[config.mk]
export PLATFORM = sky130hd
export DESIGN_NAME = fighter_palette_ctrl
export DESIGN_NICKNAME = d
export VERILOG_FILES = /design/src/rtl/fighter_palette_pkg.sv /design/src/rtl/palette_flash_fsm.sv /design/src/rtl/fighter_palette_ctrl.sv
export SDC_FILE = /design/constraint.sdc
export NUM_CORES = 1
export LEC_CHECK = 0
export BUFFER_PORTS_ARGS = -buffer_cell sky130_fd_sc_hd__buf_4
export CORE_ASPECT_RATIO = 0.75
export CORE_UTILIZATION = 60
export DETAILED_ROUTE_END_ITERATION = 10
export PLACE_DENSITY_LB_ADDON = 0.25
export SLEW_MARGIN = 20
export SYNTH_ARGS = -nofsm -noshare
export SYNTH_HDL_FRONTEND = slang
export SYNTH_SLANG_ARGS = --single-unit
[constraint.sdc]
create_clock -name Clk -period 7.71 [get_ports Clk]
set_clock_uncertainty 0.1 [all_clocks]
set_input_delay 0.3855 -clock Clk [delete_from_list [all_inputs] [get_ports Clk]]
set_output_delay 0.3855 -clock Clk [all_outputs]
set_load 0.005 [all_outputs]
[src/rtl/fighter_palette_pkg.sv]
// Shared types and constants for the fighter palette controller.
// Holds the default colour table loaded on reset.
package fighter_palette_pkg;

  typedef enum logic [1:0] {
    FL_IDLE,
    FL_ON,
    FL_OFF
  } flash_state_e;

  localparam logic [11:0] KEY_COLOR_DEF   = 12'hF0F;
  localparam logic [11:0] FLASH_COLOR_DEF = 12'hFFF;

  localparam int DEF_PAL_N = 16;
  localparam logic [11:0] DEFAULT_PALETTE [DEF_PAL_N] = '{
    12'hF0F, 12'hB66, 12'h101, 12'hA18, 12'h902, 12'h105, 12'hFCA, 12'hE1D,
    12'h628, 12'hD97, 12'h954, 12'h915, 12'hC1B, 12'h733, 12'hD79, 12'h411
  };

  // Entries past the end of the default table come up black.
  function automatic logic [11:0] default_entry(input int idx);
    if (idx < DEF_PAL_N) return DEFAULT_PALETTE[idx];
    return 12'h000;
  endfunction

endpackage

[src/rtl/palette_flash_fsm.sv]
// Hit-flash sequencer: alternates ON/OFF once per video frame for a fixed
// number of frames, restartable at any time.
//   state    | meaning
//   FL_IDLE  | no flash in progress
//   FL_ON    | flash colour forced on opaque pixels this frame
//   FL_OFF   | flash in progress, normal colours this frame
module palette_flash_fsm
  import fighter_palette_pkg::*;
#(
  parameter int FLASH_FRAMES = 8
) (
  input  logic Clk,
  input  logic Reset,
  input  logic frame_tick,
  input  logic flash_start,
  output logic flash_on,
  output logic flash_active
);

  localparam int FC_W = $clog2(FLASH_FRAMES + 1);

  flash_state_e    state_q, state_d;
  logic [FC_W-1:0] fc_q, fc_d;

  always_ff @(posedge Clk) begin
    if (Reset) begin
      state_q <= FL_IDLE;
      fc_q    <= '0;
    end else begin
      state_q <= state_d;
      fc_q    <= fc_d;
    end
  end

  always_comb begin
    state_d = state_q;
    fc_d    = fc_q;
    if (flash_start) begin
      // A restart wins over a coincident frame tick.
      state_d = FL_ON;
      fc_d    = FC_W'(FLASH_FRAMES);
    end else if (frame_tick && (state_q != FL_IDLE)) begin
      fc_d = fc_q - FC_W'(1);
      if (fc_d == '0) state_d = FL_IDLE;
      else            state_d = (state_q == FL_ON) ? FL_OFF : FL_ON;
    end
  end

  assign flash_on     = (state_q == FL_ON);
  assign flash_active = (state_q != FL_IDLE);

endmodule

[src/rtl/fighter_palette_ctrl.sv]
// Multi-bank runtime palette with a 2-stage lookup pipeline, transparency
// detection, per-pixel dimming and hit-flash override.
module fighter_palette_ctrl
  import fighter_palette_pkg::*;
#(
  parameter int IDX_W        = 4,
  parameter int CH_W         = 4,
  parameter int BANKS        = 2,
  parameter int FLASH_FRAMES = 8,
  parameter logic [3*CH_W-1:0] FLASH_COLOR = {3*CH_W{1'b1}},
  parameter logic [3*CH_W-1:0] KEY_COLOR   = {{CH_W{1'b1}}, {CH_W{1'b0}}, {CH_W{1'b1}}},
  localparam int BK_W = (BANKS > 1) ? $clog2(BANKS) : 1
) (
  input  logic              Clk,
  input  logic              Reset,
  input  logic              rd_valid,
  input  logic [BK_W-1:0]   rd_bank,
  input  logic [IDX_W-1:0]  rd_index,
  input  logic [1:0]        dim,
  input  logic              wr_en,
  input  logic [BK_W-1:0]   wr_bank,
  input  logic [IDX_W-1:0]  wr_index,
  input  logic [3*CH_W-1:0] wr_color,
  input  logic              frame_tick,
  input  logic              flash_start,
  output logic              out_valid,
  output logic [CH_W-1:0]   red,
  output logic [CH_W-1:0]   green,
  output logic [CH_W-1:0]   blue,
  output logic              transparent,
  output logic              flash_active
);

  localparam int DEPTH = 2 ** IDX_W;
  localparam int ENT_W = 3 * CH_W;
  localparam int N_ENT = BANKS * DEPTH;

  logic [ENT_W-1:0] pal_q [N_ENT];
  logic [ENT_W-1:0] pal_d [N_ENT];

  logic [BK_W+IDX_W-1:0] wr_addr, rd_addr;
  logic [ENT_W-1:0]      rd_entry;

  logic             s1_valid_q, s1_valid_d;
  logic [ENT_W-1:0] s1_entry_q, s1_entry_d;
  logic [1:0]       s1_dim_q, s1_dim_d;

  logic             s2_valid_q, s2_valid_d;
  logic [ENT_W-1:0] s2_pix_q, s2_pix_d;
  logic             s2_tr_q, s2_tr_d;

  logic flash_on;

  assign wr_addr = {wr_bank, wr_index};
  assign rd_addr = {rd_bank, rd_index};

  always_comb begin
    pal_d = pal_q;
    if (wr_en && (32'(wr_bank) < BANKS)) pal_d[wr_addr] = wr_color;
  end

  // Reads see the pre-write array, so a same-cycle write/read returns the old value.
  always_comb begin
    rd_entry = '0;
    if (32'(rd_bank) < BANKS) rd_entry = pal_q[rd_addr];
  end

  always_comb begin
    s1_valid_d = rd_valid;
    s1_entry_d = rd_entry;
    s1_dim_d   = dim;
  end

  always_comb begin
    s2_valid_d = s1_valid_q;
    s2_tr_d    = (s1_entry_q == KEY_COLOR);
    if (s2_tr_d)       s2_pix_d = s1_entry_q;
    else if (flash_on) s2_pix_d = FLASH_COLOR;
    else begin
      s2_pix_d = {s1_entry_q[3*CH_W-1:2*CH_W] >> s1_dim_q,
                  s1_entry_q[2*CH_W-1:CH_W]   >> s1_dim_q,
                  s1_entry_q[CH_W-1:0]        >> s1_dim_q};
    end
  end

  always_ff @(posedge Clk) begin
    if (Reset) begin
      for (int i = 0; i < N_ENT; i++) pal_q[i] <= ENT_W'(default_entry(i % DEPTH));
      s1_valid_q <= 1'b0;
      s1_entry_q <= '0;
      s1_dim_q   <= '0;
      s2_valid_q <= 1'b0;
      s2_pix_q   <= '0;
      s2_tr_q    <= 1'b0;
    end else begin
      pal_q      <= pal_d;
      s1_valid_q <= s1_valid_d;
      s1_entry_q <= s1_entry_d;
      s1_dim_q   <= s1_dim_d;
      s2_valid_q <= s2_valid_d;
      s2_pix_q   <= s2_pix_d;
      s2_tr_q    <= s2_tr_d;
    end
  end

  palette_flash_fsm #(
    .FLASH_FRAMES(FLASH_FRAMES)
  ) u_flash (
    .Clk         (Clk),
    .Reset       (Reset),
    .frame_tick  (frame_tick),
    .flash_start (flash_start),
    .flash_on    (flash_on),
    .flash_active(flash_active)
  );

  assign out_valid   = s2_valid_q;
  assign red         = s2_pix_q[3*CH_W-1:2*CH_W];
  assign green       = s2_pix_q[2*CH_W-1:CH_W];
  assign blue        = s2_pix_q[CH_W-1:0];
  assign transparent = s2_tr_q;

endmodule

==> results.txt <==
The layout net count is 2076. The number of synthesized register bits came out at 419. The number of placed instances, taps included came out at between 2000 and 2500. The worst register-to-register path has a depth of 4. 45 I/O pins were placed.

Leaving out fill and tap cells, the most frequent cell in the layout is nand2_1. The effective utilization at floorplan came out at 0.617. The family with the most delay on the worst path is buffers and inverters. The initial antenna violation count is 3. The startpoint of the lowest-slack register-to-register path is pal_q[322].

In the final layout, the share of cells above drive strength 1 is 0.0901. The count of final hold-check violations is 0. The min-delay analysis places its worst path in the category input port to register. Along the worst path, the maximum fanout reaches about 140. Input and output buffers added on the ports amount to 44. In the finished design, the share of the clock period the worst path needs comes to 0.379.

The non-filler instance count after layout is about 2600. The number of clock buffers added by TritonCTS is 42. The clock network fraction of design power is 0.388. The count of nets left with antenna violations once routing finished came out at 0. The number of flops mapped to enable cells by yosys came out at about 380. The worst hold path was traced through 2 stages.

The power per standard cell area is 223 mW/mm^2. The total number of vias came out at around 17000. Setup violations remaining at the end of the flow were counted as 0.

The maximum number of pins on one net before global-route repair is 173. The vertical die dimension came out at 169 um. Setup total negative slack on the finished layout was measured at 0 ps. The share of async-settable or async-resettable flops after synthesis came out at 0. Clock-pin slew was measured on the worst setup and hold paths at 60 ps.

In the synthesized netlist the dominant register cell turns out to be edfxtp_1. The count of instances resized after the clock tree is built came out at 0. The insertion delay of the later-clocked pin in the worst-skew pair is 550 ps. The leakage component of the power came out at 8.60 nW.

The library cells used most frequently in the layout, excluding fill and tap cells, are nand2_1 (811), edfxtp_1 (384), a21oi_1 (222), nand3b_1 (179), mux2i_1 (58). The die area came out at approximately 0.038 mm^2. Traced cell by cell, the critical path runs through buf_8, or2_4, buf_4. At the pin with the least slew margin, the transition time is 1210 ps. The TritonCTS clock tree is done. The max-slew violation total from the final report is 0. The first TritonRoute pass finished after 6 iterations. The capture endpoint of the worst hold path is s1_entry_q[0]. The via-per-instance ratio is 6.54. The total internal power came out at ~4.0 mW. The net switching component of the power came out at around 1.3 mW.

The area growth from synthesis to layout is 6.45%. The proportion of power drawn by combinational gates came out at 0.103. In this run the most critical hold path is launched from rd_bank.

Measured on the finished design, the core utilization comes to 0.657. Setup repair after global routing left no endpoint under its margin. The share of total power consumed by net switching is 0.247.

The part of the total power dissipated in sequential elements came out at 0.508. The share of the Yosys chip area taken by registers is 0.545. The first global-routing pass estimated approximately 96000 um of wire. The worst setup path is captured at a register. Summing every instance area after synthesis gives 0.0224 mm^2.

At the end of routability-driven placement, the weighted congestion stood at 0.848. The mean cell area of the mapped netlist is around 11 um^2. The number of nets in the synthesized netlist is 2168. The startpoint type of the worst setup path is an input port. The critical path is of the input port to register type. In the final routed layout, each cell accounts on average for 24.4 um. The die is between 200 and 250 um wide. The largest stage delay on the critical path came out at approximately 960 ps. The total half-perimeter wirelength after legalization and detailed placement is 36600 um. The post-layout total power came out at 5.32 mW. CTS built an H-tree with a depth of 2.

At the worst endpoint, the required time is slightly below 8000 ps. The post-detailed-route DRC marker count is 0. The flow ran to the end, and the final reports show no timing, DRC or antenna violations.

The max-cap check violation count came out at 0. The maximum resistive drop on vdd came out at between 0.15 and 0.2 mV. The remaining max-slew budget at the tightest pin came out at 0.191.

The achievable frequency came out at 342 MHz. The floorplan step defined a core boundary enclosing 0.0363 mm^2. The number of distinct library cell variants in the gate-level netlist after synthesis is 54. The DRC violation total after the first TritonRoute iteration is 2749. For this run, the number of Yosys warnings is 0. The number of instances in the synthesized netlist is ~2100.

Final hold analysis gives a worst-case slack of 104 ps. The critical path data arrival time came out at 2990 ps. In the global route stage, overall resource usage came out at 0.332. After global routing the overflow that remains totals 0.

The number of sinks handled by clock tree synthesis came out at 419. The clock period could shrink to 2920 ps. Clock tree synthesis selected as its root buffer the cell clkbuf_16. The number of buffers and inverters on the critical path came out at 2.

The worst register-to-register path ends at s1_entry_q[10]. The floorplan has 60 rows. The number of global-route vias before repair is 16000. The highest-delay cell along the critical path is buf_4. The worst register-to-register path has a setup slack of 5700 ps.

The overall routed net length is 62700 um. The clock passes through at most 3 buffers.
-- worst max-delay path by stage --
stage	start	end	slack (ps)	cells past startpoint
after CTS	Reset	pal_q[222]	4900	3
after detailed placement	Reset	pal_q[282]	4330	3
final	Reset	pal_q[72]	4790	3
after floorplan	Reset	pal_q[0]	1770	2
after global placement	Reset	pal_q[282]	4360	3
after global routing	Reset	pal_q[8]	4670	3
-- routing by layer --
| metal | up-vias | global-route usage | wire [um] |
|---|---|---|---|
| met5 | - | 0 | 30 |
| met4 | 4 | 0.110 | 2050 |
| met3 | 154 | 0.0821 | 8450 |
| met2 | 1066 | 0.498 | 27700 |
| met1 | 8205 | 0.476 | 24500 |
| li1 | 7402 | - | - |
-- metrics by stage --
stage / instance area (um^2) / setup WS [ps]
after floorplan: 22400 / 1770
after global placement: 22500 / 4360
after detailed placement: 22500 / 4330
final: 23900 / 4790
after CTS: 23900 / 4900
after global routing: 23900 / 4670
-- synth_stat cells (3+ instances only) --
| cell type | n | share of area |
|---|---|---|
| mux4_1 | 31 | 0.036 |
| dfxtp_1 | 35 | 0.031 |
| inv_1 | 6 | 0.0010 |
| buf_12 | 8 | 0.0071 |
| mux2i_1 | 58 | 0.026 |
| a221o_1 | 12 | 0.0054 |
| a22oi_1 | 13 | 0.0043 |
| and3b_1 | 3 | 0.0012 |
| nor2b_1 | 11 | 0.0031 |
| a221oi_1 | 3 | 0.0012 |
| nor2_1 | 45 | 0.0075 |
| nor3_1 | 7 | 0.0016 |
| o21ai_1 | 8 | 0.0018 |
| nand2_1 | 811 | 0.14 |
| nor3b_1 | 3 | 0.0010 |
| buf_4 | 4 | 0.0013 |
| edfxtp_1 | 384 | 0.51 |
| nand3b_1 | 179 | 0.060 |
| or2_2 | 5 | 0.0014 |
| a21oi_1 | 222 | 0.050 |
| buf_1 | 8 | 0.0013 |
| mux4_2 | 53 | 0.053 |
| a221oi_2 | 7 | 0.0047 |
| clkbuf_1 | 127 | 0.021 |
| a31oi_1 | 12 | 0.0033 |
| o2111ai_1 | 3 | 0.0012 |
| buf_2 | 34 | 0.0076 |
| buf_6 | 10 | 0.0050 |
-- flip-flops by register name, summed over array words and instances (netlist names) --
| name | flops |
|---|---|
| s1_dim_q | 2 |
| pal_q | 384 |
| s2_pix_q | 12 |
| s1_entry_q | 12 |
| out_valid | 1 |
| u_flash.fc_q | 4 |
| s1_valid_q | 1 |
| u_flash.state_q | 2 |
| transparent | 1 |
-- kinds of logic (layout without fill, tap and decap cells) --
kind of cell | count (synthesis) | in the layout | synth area share
xor gates and xnor gates | 4 | 4 | 0.00156
and+or+nand+nor | 1081 | 1081 | 0.217
other | 0 | 1 | 0
muxes | 142 | 142 | 0.115
AOI/OAI and AO/OA | 289 | 289 | 0.0744
DFF | 419 | 419 | 0.545
adders and majority gates | 2 | 2 | 0.00112
buffers and inverters | 199 | 138 | 0.0452
-- cell type report --
type | count | area (um^2)
inverter | 7 | 26.3
multi-input combinational | 1518 | 9210
timing repair buffer | 56 | 450
sequential | 419 | 12200
antenna | 1 | 2.50
fill | 2814 | 12500
tap | 496 | 621
clock buffer | 54 | 1140
clock inverter | 21 | 201
-- what timing repair did --
| action | 4_1_cts | 5_1_grt |
|---|---|---|
| hold buffers | 4 | 0 |
| endpoints found under the hold margin | 7 | 0 |
| buffers inserted | 0 | 0 |
-- power groups by stage --
stage / Clock (mW) / Sequential, mW / Combinational, mW
after global routing: 2.14 / 2.72 / 0.586
after CTS: 2.07 / 2.70 / 0.536
after floorplan: 0 / 2.73 / 0.388
after global placement: 0 / 2.74 / 0.519
after detailed placement: 0 / 2.75 / 0.533
final: 2.06 / 2.70 / 0.549
(Power assumes the default switching activity.)
